**src/rtl/uart_tx_arbiter.sv**
```systemverilog
// uart_tx_arbiter: shares one UART transmit engine between two byte sources.
//
// Source A (echo path) and source B (local message/status generator) each feed
// a small FIFO. An FSM round-robins between the non-empty FIFOs. It drives the
// transmitter with a level start that is held until the transmitter reports
// busy (tx_ready_i low) and then done (tx_ready_i high again). A watchdog
// abandons the byte if either wait lasts TIMEOUT cycles.
//
// Ports
//   clk_i          system clock, all logic on posedge
//   rst_i          synchronous active-low reset
//   a_data_i/a_valid_i/a_ready_o   source A byte stream
//   b_data_i/b_valid_i/b_ready_o   source B byte stream
//   tx_word_o      byte presented to the transmitter (held until next grant)
//   tx_start_o     level request to the transmitter
//   tx_ready_i     transmitter idle/finished
//   grant_o        source of current/last byte: 0=A, 1=B
//   busy_o         FSM not in IDLE
//   timeout_err_o  one-cycle pulse on watchdog abort
//
// Parameters
//   FIFO_DEPTH     entries per source FIFO, power of 2, >= 2
//   TIMEOUT        cycles allowed in each wait state, 2..1023

// Per-source byte FIFO. No bypass: a pushed byte becomes visible at the head
// one edge later. The occupancy count is one bit wider than the pointers so
// full and empty can be told apart.
module uart_tx_arbiter_fifo #(
  parameter int DEPTH = 4
) (
  input  logic       clk_i,
  input  logic       rst_i,
  input  logic       push_i,
  input  logic [7:0] data_i,
  input  logic       pop_i,
  output logic       full_o,
  output logic       empty_o,
  output logic [7:0] head_o
);

  localparam int AW = $clog2(DEPTH);
  localparam logic [AW:0]   FULL_CNT = (AW + 1)'(DEPTH);
  localparam logic [AW:0]   CNT_ONE  = (AW + 1)'(1);
  localparam logic [AW-1:0] PTR_ONE  = AW'(1);

  logic [7:0]    mem_q [DEPTH];
  logic [AW-1:0] wr_ptr_q, wr_ptr_d;
  logic [AW-1:0] rd_ptr_q, rd_ptr_d;
  logic [AW:0]   count_q, count_d;

  always_comb begin
    wr_ptr_d = wr_ptr_q;
    rd_ptr_d = rd_ptr_q;
    count_d  = count_q;
    if (push_i) wr_ptr_d = wr_ptr_q + PTR_ONE;
    if (pop_i)  rd_ptr_d = rd_ptr_q + PTR_ONE;
    case ({push_i, pop_i})
      2'b10:   count_d = count_q + CNT_ONE;
      2'b01:   count_d = count_q - CNT_ONE;
      default: count_d = count_q;
    endcase
  end

  always_ff @(posedge clk_i) begin
    if (!rst_i) begin
      wr_ptr_q <= '0;
      rd_ptr_q <= '0;
      count_q  <= '0;
    end else begin
      wr_ptr_q <= wr_ptr_d;
      rd_ptr_q <= rd_ptr_d;
      count_q  <= count_d;
    end
  end

  // Storage needs no reset: an empty FIFO never exposes its contents.
  always_ff @(posedge clk_i) begin
    if (push_i) mem_q[wr_ptr_q] <= data_i;
  end

  assign full_o  = (count_q == FULL_CNT);
  assign empty_o = (count_q == '0);
  assign head_o  = mem_q[rd_ptr_q];

endmodule

// state      | meaning
// S_IDLE     | no byte in flight; picks a source when tx_ready_i=1
// S_WAIT_BUSY| start raised, waiting for the transmitter to drop tx_ready_i
// S_WAIT_DONE| transmitter busy, waiting for tx_ready_i to return high
module uart_tx_arbiter #(
  parameter int FIFO_DEPTH = 4,
  parameter int TIMEOUT    = 1023
) (
  input  logic       clk_i,
  input  logic       rst_i,
  input  logic [7:0] a_data_i,
  input  logic       a_valid_i,
  output logic       a_ready_o,
  input  logic [7:0] b_data_i,
  input  logic       b_valid_i,
  output logic       b_ready_o,
  output logic [7:0] tx_word_o,
  output logic       tx_start_o,
  input  logic       tx_ready_i,
  output logic       grant_o,
  output logic       busy_o,
  output logic       timeout_err_o
);

  typedef enum logic [1:0] {
    S_IDLE      = 2'd0,
    S_WAIT_BUSY = 2'd1,
    S_WAIT_DONE = 2'd2
  } state_t;

  localparam logic [9:0] CNT_LAST = 10'(TIMEOUT - 1);

  state_t     state_q, state_d;
  logic [9:0] cnt_q, cnt_d;
  logic       rr_pri_q, rr_pri_d;
  logic       grant_q, grant_d;
  logic [7:0] tx_word_q, tx_word_d;
  logic       tx_start_q, tx_start_d;
  logic       timeout_err_q, timeout_err_d;
  logic       rdy_en_q;

  logic       full_a, empty_a, full_b, empty_b;
  logic [7:0] head_a, head_b;
  logic       push_a, push_b, pop_a, pop_b;
  logic       sel_b;

  // Ready is gated by a flag that only sets on the first edge out of reset,
  // so neither source sees ready while reset is held.
  assign a_ready_o = rdy_en_q && !full_a;
  assign b_ready_o = rdy_en_q && !full_b;
  assign push_a    = a_valid_i && a_ready_o;
  assign push_b    = b_valid_i && b_ready_o;

  uart_tx_arbiter_fifo #(.DEPTH(FIFO_DEPTH)) u_fifo_a (
    .clk_i   (clk_i),
    .rst_i   (rst_i),
    .push_i  (push_a),
    .data_i  (a_data_i),
    .pop_i   (pop_a),
    .full_o  (full_a),
    .empty_o (empty_a),
    .head_o  (head_a)
  );

  uart_tx_arbiter_fifo #(.DEPTH(FIFO_DEPTH)) u_fifo_b (
    .clk_i   (clk_i),
    .rst_i   (rst_i),
    .push_i  (push_b),
    .data_i  (b_data_i),
    .pop_i   (pop_b),
    .full_o  (full_b),
    .empty_o (empty_b),
    .head_o  (head_b)
  );

  always_comb begin
    state_d       = state_q;
    cnt_d         = cnt_q;
    rr_pri_d      = rr_pri_q;
    grant_d       = grant_q;
    tx_word_d     = tx_word_q;
    tx_start_d    = tx_start_q;
    timeout_err_d = 1'b0;
    pop_a         = 1'b0;
    pop_b         = 1'b0;
    sel_b         = 1'b0;

    case (state_q)
      S_IDLE: begin
        if (tx_ready_i && (!empty_a || !empty_b)) begin
          // A lone non-empty FIFO wins outright; otherwise rr_pri decides.
          if (empty_a)      sel_b = 1'b1;
          else if (empty_b) sel_b = 1'b0;
          else              sel_b = rr_pri_q;
          pop_a      = !sel_b;
          pop_b      = sel_b;
          tx_word_d  = sel_b ? head_b : head_a;
          grant_d    = sel_b;
          tx_start_d = 1'b1;
          cnt_d      = '0;
          state_d    = S_WAIT_BUSY;
        end
      end

      S_WAIT_BUSY: begin
        if (!tx_ready_i) begin
          cnt_d   = '0;
          state_d = S_WAIT_DONE;
        end else if (cnt_q == CNT_LAST) begin
          tx_start_d    = 1'b0;
          timeout_err_d = 1'b1;
          rr_pri_d      = !grant_q;
          state_d       = S_IDLE;
        end else begin
          cnt_d = cnt_q + 10'd1;
        end
      end

      S_WAIT_DONE: begin
        // Completion is tested first so a handshake landing on the last
        // allowed cycle is not reported as a timeout.
        if (tx_ready_i) begin
          tx_start_d = 1'b0;
          rr_pri_d   = !grant_q;
          state_d    = S_IDLE;
        end else if (cnt_q == CNT_LAST) begin
          tx_start_d    = 1'b0;
          timeout_err_d = 1'b1;
          rr_pri_d      = !grant_q;
          state_d       = S_IDLE;
        end else begin
          cnt_d = cnt_q + 10'd1;
        end
      end

      default: begin
        tx_start_d = 1'b0;
        state_d    = S_IDLE;
      end
    endcase
  end

  always_ff @(posedge clk_i) begin
    if (!rst_i) begin
      state_q       <= S_IDLE;
      cnt_q         <= '0;
      rr_pri_q      <= 1'b0;
      grant_q       <= 1'b0;
      tx_word_q     <= '0;
      tx_start_q    <= 1'b0;
      timeout_err_q <= 1'b0;
      rdy_en_q      <= 1'b0;
    end else begin
      state_q       <= state_d;
      cnt_q         <= cnt_d;
      rr_pri_q      <= rr_pri_d;
      grant_q       <= grant_d;
      tx_word_q     <= tx_word_d;
      tx_start_q    <= tx_start_d;
      timeout_err_q <= timeout_err_d;
      rdy_en_q      <= 1'b1;
    end
  end

  assign tx_word_o     = tx_word_q;
  assign tx_start_o    = tx_start_q;
  assign grant_o       = grant_q;
  assign busy_o        = (state_q != S_IDLE);
  assign timeout_err_o = timeout_err_q;

endmodule

```
**config.mk**
```make
export PLATFORM = sky130hd
export DESIGN_NAME = uart_tx_arbiter
export DESIGN_NICKNAME = d
export VERILOG_FILES = /design/src/rtl/uart_tx_arbiter.sv
export SDC_FILE = /design/constraint.sdc
export NUM_CORES = 1
export LEC_CHECK = 0
export CAP_MARGIN = 20
export CORE_AREA = 5 5 98 100
export CTS_CLUSTER_SIZE = 40
export DETAILED_ROUTE_END_ITERATION = 12
export DIE_AREA = 0 0 103 105
export HOLD_SLACK_MARGIN = 0.08
export PLACE_DENSITY = 0.75
export SETUP_SLACK_MARGIN = 0.3
export SYNTH_ARGS = -nofsm -noshare
export SYNTH_HDL_FRONTEND = slang
export SYNTH_HIERARCHICAL = 1
export SYNTH_SLANG_ARGS = --single-unit
```
**constraint.sdc**
```tcl
create_clock -name clk_i -period 2.9 [get_ports clk_i]
set_input_delay 0.435 -clock clk_i [delete_from_list [all_inputs] [get_ports clk_i]]
set_output_delay 0.435 -clock clk_i [all_outputs]
set_load 0.005 [all_outputs]
```
==> results.cfg, run 1 <==
[status]
status = completed

[power_and_ir_drop]
p_sw_mw = 1.38
p_seq_frac = 0.448
pwr-share-clk = 0.243
p_total_mw = 4.35
ir_drop_mv = 0.440
p_int_mw = 2.97
combPwrFrac = 0.309
powerDensity_nw_per_um2 = 810
p_leak_nw = 1.83
p_sw_frac = 0.317

[synthesis]
syn_nets = 379
yosysUniqueCellTypes = 59
synth_top_area_frac = 0.413
async_flop_share = 0
yosysWarnings = 6
synth.area.top_cells = edfxtp_1, dfxtp_1, mux4_2, ha_1, and2_1
netlist_instances = 340
syn_area_um2 = 4650
ys_ff_latch = 107
seq_area_frac_synth = 0.598
synth_edf_count = 64
yosysTopAreaCell = edfxtp_1
avgSynthCellArea_um2 = 13.7
synthFlopType = edfxtp_1

[placement]
place_inst = 478
dp_hpwl_mm = 6.05
dp_slack_ns = 0.0769
io_buffers = 34
routabilityCongestion = 0.791

[sta]
tightest_slew_ns = 0.674
rsz0062_at_grt = no
finalSetupTns_ns = 0
finalCritPeriodShare = 0.851
final_max_slew_viol_count = 0
finClkSkew_ns = 0.0225
max-slew-margin-rel = 0.548
max_freq_mhz = 405
finalHoldViolCount = 0
setup-violations-final = 0
holdWs_ns = 0.484
fin_crit_ns = 2.47
worst_slack_ns = 0.431

[critical_path]
timing.rr.start = state_q[1]
worst-path-max-fanout = 7
arrival_ns = 2.76
worstSetupPathType = register to register
worstSetupStartpointType = register
path_common_cell = inv_1
required_ns = 3.19
crit_slowest_cell = fa_1
rr_endpoint = u_fifo_a/count_q[2]
cpLargestDelayFamily = adder cells
slowest_delay_ns = 0.37
cp-end-kind = register
critPathBufInv = 3
worst-r2r-setup-slack_ns = 0.43
worstPathCellList = inv_1 > ha_2 > inv_2 > nor2_4 > and2_1 > ha_1 > inv_1 > fa_1 > xor2_1 > or3_1 > a21boi_1
reg2regPathDepth = 11

[cells_and_area]
layout.cells.non_filler = 494
area_growth_syn_to_layout_pct = 15.4
n_antenna_cell = 0
drive_gt1_frac = 0.140
finalNetCount = 420

[worst_hold_path]
worstHoldEndpoint = rr_pri_q
worstHoldStart = rr_pri_q
holdPathStages = 2
min_path_type = register to register

[global_route]
grt_util_all_layers = 0.169
grt_pass1_vias = 2840
grt_first_pass_wirelength_mm = 14.1
antenna_found_initial = 0
grt_max_degree = 23
globalRoute.totalOverflow = 0

[floorplanning]
die_h_um = 105
initial_core_util = 0.541
core_um2 = 8590
die_w_um = 103
pin_count = 35
floorplan.rows = 34
dieArea_um2 = 10800

[clocking]
postCtsResizedCells = 0
cts_tree = done
post_cts_buffers = 0
ctsLongestPathBuffers = 2
cts_buffers = 9
clk_pin_slew_ns = 0.10
cts_root_buffer = clkbuf_8
postCtsHoldBufs = 0
cts.htree.levels = 3
cts_sinks = 107
clock_latency_ns = 0.37

[detailed_routing]
routedWlPerCell_um = 17.3
drtAntennaViolNets = 0
drc_errors = 0
wirelength_mm = 8.55
firstDrtPassIters = 4
num_vias = 2778
drtIter0Drc = 109
routed_via_density = 5.62

[flow_run]
drv_cap = 0
-- tightest hold or removal path: cells and delay by family, from the launching register on --
| family | cells | cell delay [ns] |
|---|---|---|
| DFF | 1 | 0.33 |
| muxes | 1 | 0.06 |
| and+or+nand+nor | 1 | 0.06 |
-- synthesized netlist by cell type (9+ instances only) --
cell type	instances
edfxtp_1	64
dfxtp_1	43
and2_1	23
inv_1	19
ha_1	16
mux4_2	16
nor2_1	15
mux2i_1	11
o21ai_0	11
a21oi_1	9
nand2_1	9
-- how the worst max path moves through the flow --
| stage | to | depth (start not counted) | slack [ns] | startpoint |
|---|---|---|---|---|
| 4_1_cts | u_fifo_a/count_q[2] | 11 | 0.35 | state_q[1] |
| 3_5_place_dp | u_fifo_b/count_q[2] | 10 | 0.08 | tx_ready_i |
| 3_3_place_gp | u_fifo_b/count_q[2] | 10 | 0.19 | tx_ready_i |
| 2_1_floorplan | u_fifo_a/count_q[2] | 11 | 0.39 | u_fifo_b/count_q[1] |
| 5_1_grt | u_fifo_a/count_q[2] | 11 | 0.31 | state_q[1] |
| 6_report | u_fifo_a/count_q[2] | 11 | 0.43 | state_q[1] |
-- placed cells by master (no fill, tap or decap), types with 3 or more instances in the layout --
cell type,synthesis,layout
a211oi_1,8,8
a21boi_1,3,3
a21oi_1,9,9
and2_1,23,23
buf_4,2,7
clkbuf_8,0,9
clkdlybuf4s50_1,0,34
dfxtp_1,43,43
edfxtp_1,64,64
ha_1,16,15
inv_1,19,19
mux2i_1,11,11
mux4_2,16,16
nand2_1,9,9
nand2b_1,3,3
nand3_1,4,4
nor2_1,15,14
nor2b_1,5,5
nor3_1,8,6
o21ai_0,11,11
o31ai_1,4,4
or3_1,6,6
or4_1,3,3
xnor2_1,4,4
xor2_1,6,6
-- layout make-up --
cell class	instances	area [µm²]
well taps	108	135
repair buffers	41	393
flip-flops and latches	107	2780
multi-input cells	201	1740
inverters	21	78.8
clock inverters	7	121
clock buffers	9	124
fillers	655	3220
-- metal layers --
metal | GRT usage | wire, µm
met4 | 0.0379 | 44
met5 | 0 | 0
met3 | 0.0553 | 425
met1 | 0.214 | 3730
met2 | 0.280 | 4350
-- flip-flops by register name, indices dropped and copies added, names as in the netlist, named ones only --
| register | cells |
|---|---|
| state_q | 2 |
| u_fifo_a/wr_ptr_q | 2 |
| tx_word_o | 8 |
| timeout_err_o | 1 |
| u_fifo_b/count_q | 3 |
| u_fifo_a/rd_ptr_q | 2 |
| cnt_q | 10 |
| rdy_en_q | 1 |
| tx_start_o | 1 |
| u_fifo_a/mem_q | 32 |
| rr_pri_q | 1 |
| u_fifo_b/mem_q | 32 |
| u_fifo_b/rd_ptr_q | 2 |
| u_fifo_a/count_q | 3 |
| grant_o | 1 |
| u_fifo_b/wr_ptr_q | 2 |
-- through the flow --
step / util / instance area, µm²
detailed placement: 0.594 / 5110
CTS: 0.623 / 5350
global route: 0.625 / 5370
global placement: 0.594 / 5110
floorplan: - / 4660
finish: 0.625 / 5370
-- power groups by stage --
stage	Clock, mW	Sequential, mW	Combinational, mW
floorplan	0	1.91	0.947
global placement	0	1.97	1.29
detailed placement	0	1.98	1.33
CTS	1.08	1.95	1.33
global route	1.15	1.98	1.49
finish	1.06	1.95	1.34
-- kinds of logic after synthesis --
family	count (synthesis)	share of synthesized area
AND/OR/NAND/NOR	90	0.111
buffers and inverters	32	0.0336
multiplexers	27	0.101
XOR/XNOR	10	0.0188
AO/OA/AOI/OAI	56	0.0855
adder cells (fa/ha/maj)	18	0.0516
flip-flops	107	0.598
Note: power is estimated with default switching activity, not from simulation.
==> run 2, diff against run 1 <==
--- a/config.mk
+++ b/config.mk
@@ -6,13 +6,12 @@
 export NUM_CORES = 1
 export LEC_CHECK = 0
 export CAP_MARGIN = 20
-export CORE_AREA = 5 5 98 100
+export CORE_AREA = 5 5 96 98
 export CTS_CLUSTER_SIZE = 40
 export DETAILED_ROUTE_END_ITERATION = 12
-export DIE_AREA = 0 0 103 105
+export DIE_AREA = 0 0 101 103
 export HOLD_SLACK_MARGIN = 0.08
-export PLACE_DENSITY = 0.75
-export SETUP_SLACK_MARGIN = 0.3
+export PLACE_DENSITY = 0.78
 export SYNTH_ARGS = -nofsm -noshare
 export SYNTH_HDL_FRONTEND = slang
 export SYNTH_HIERARCHICAL = 1
==> run 2 against run 1 <==
Sequential power is essentially flat; clock power shrank 17%; final cell count is the same; register-to-register slack lost 0.19 ns; final area shrank 1.3%; largest power group unchanged; critical endpoint unchanged; critical path depth shrank 1; die area shrank 3.8%; fmax shrank 7.1%; sequential cell count is the same; worst hold slack gained 0.0011 ns; critical path type unchanged.
==> results.cfg, run 2 (synthesis gave the netlist of run 1 again) <==
[sta]
tightest_slew_ns = 0.699
fin_crit_ns = 2.66
finalCritPeriodShare = 0.916
holdWs_ns = 0.485
finClkSkew_ns = 0.0201
finalHoldViolCount = 0
finalSetupTns_ns = 0
setup-violations-final = 0
rsz0062_at_grt = no
max-slew-margin-rel = 0.531
worst_slack_ns = 0.242
max_freq_mhz = 376
final_max_slew_viol_count = 0

[floorplanning]
floorplan.rows = 34
die_w_um = 101
initial_core_util = 0.555
pin_count = 35
dieArea_um2 = 10400
die_h_um = 103
core_um2 = 8380

[power_and_ir_drop]
powerDensity_nw_per_um2 = 781
pwr-share-clk = 0.214
p_int_mw = 2.78
p_sw_frac = 0.328
p_total_mw = 4.14
ir_drop_mv = 0.486
p_leak_nw = 1.80
p_sw_mw = 1.36
combPwrFrac = 0.317
p_seq_frac = 0.469

[cells_and_area]
finalNetCount = 420
area_growth_syn_to_layout_pct = 13.9
final_common_cell = edfxtp_1
finalInstanceArea_um2 = 5300
n_antenna_cell = 0
layout_top_registers = u_fifo_a/mem_q: 32 flops, u_fifo_b/mem_q: 32 flops, cnt_q: 10 flops
drive_gt1_frac = 0.130
final_cell_mix = edfxtp_1, dfxtp_1, clkdlybuf4s50_1

[global_route]
globalRoute.totalOverflow = 0
grt_max_degree = 22
grt_pass1_vias = 2691
grt_first_pass_wirelength_mm = 13.2
grt_util_all_layers = 0.168
antenna_found_initial = 0

[clocking]
cts_tree = done
clk_pin_slew_ns = 0.11
clock_latency_ns = 0.37
cts_root_buffer = clkbuf_8
ctsLongestPathBuffers = 2
cts_sinks = 107
postCtsHoldBufs = 0
post_cts_buffers = 0
cts_buffers = 9
postCtsResizedCells = 0
cts.htree.levels = 3

[worst_hold_path]
min_path_type = register to register
holdPathStages = 2

[critical_path]
worstSetupPathType = register to register
crit_path_start = u_fifo_b/count_q[1]
slowest_delay_ns = 0.55
worst-r2r-setup-slack_ns = 0.24
crit_slowest_cell = nor3_1
reg2regPathDepth = 10
path_common_cell = inv_1
rr_endpoint = u_fifo_a/count_q[2]
arrival_ns = 2.96
worstSetupStartpointType = register
worstPathCellList = nor3_1 > inv_1 > a21oi_1 > and2_1 > ha_1 > inv_1 > fa_1 > xor2_1 > or3_1 > a21boi_1
cp-end-kind = register
required_ns = 3.20
worst-path-max-fanout = 4
timing.rr.start = u_fifo_b/count_q[1]
endpoint = u_fifo_a/count_q[2]

[detailed_routing]
num_vias = 2763
drtIter0Drc = 85
firstDrtPassIters = 5
routed_via_density = 5.59
drtAntennaViolNets = 0
wirelength_mm = 8.19
routedWlPerCell_um = 16.6
drc_errors = 0

[placement]
dpl_cell_area_um2 = 5100
io_buffers = 34
routabilityCongestion = 0.740
dp_slack_ns = 0.127
dp_hpwl_mm = 5.76

[status]
status = completed

[flow_run]
drv_cap = 0
## run 2: area by class of cell
class | instances | area [µm²]
fillers | 623 | 3080
flip-flops and latches | 107 | 2780
multi-input cells | 201 | 1710
repair buffers | 41 | 393
well taps | 108 | 135
clock buffers | 9 | 124
inverters | 21 | 78.8
clock inverters | 7 | 72.6
## run 2: metal layers
metal	wire length [µm]	track usage	part of all wire	up-vias
met2	4180	0.288	0.51	62
met5	0	0	0	-
li1	-	-	-	1346
met1	3510	0.210	0.43	1345
met4	69	0.0389	0.0084	0
met3	433	0.0521	0.053	10
## run 2: how the worst min path moves through the flow
stage	slack, ns	from	to
4_1_cts	0.49	rr_pri_q	rr_pri_q
2_1_floorplan	0.44	rr_pri_q	rr_pri_q
5_1_grt	0.51	rr_pri_q	rr_pri_q
6_report	0.49	rr_pri_q	rr_pri_q
3_3_place_gp	0.46	rr_pri_q	rr_pri_q
3_5_place_dp	0.47	rr_pri_q	rr_pri_q
## run 2: critical path: cells and delay by family, from the launching register on
kind	cells	cell delay [ns]
and+or+nand+nor	3	1.04
xor gates and xnor gates	1	0.16
buffers and inverters	2	0.15
DFF	1	0.34
AOI/OAI and AO/OA	2	0.35
adders and majority gates	2	0.57
## run 2: per-stage QoR
stage                util  instances
CTS                 0.632        494
detailed placement  0.609        478
global route        0.632        494
floorplan               -        340
global placement    0.609        478
finish              0.632        494
## run 2: power by group through the flow
| stage | Combinational [mW] | Sequential, mW | Clock (mW) |
|---|---|---|---|
| floorplan | 0.944 | 1.91 | 0 |
| global placement | 1.28 | 1.97 | 0 |
| detailed placement | 1.31 | 1.98 | 0 |
| CTS | 1.32 | 1.95 | 0.897 |
| global route | 1.46 | 1.97 | 0.972 |
| finish | 1.31 | 1.94 | 0.885 |
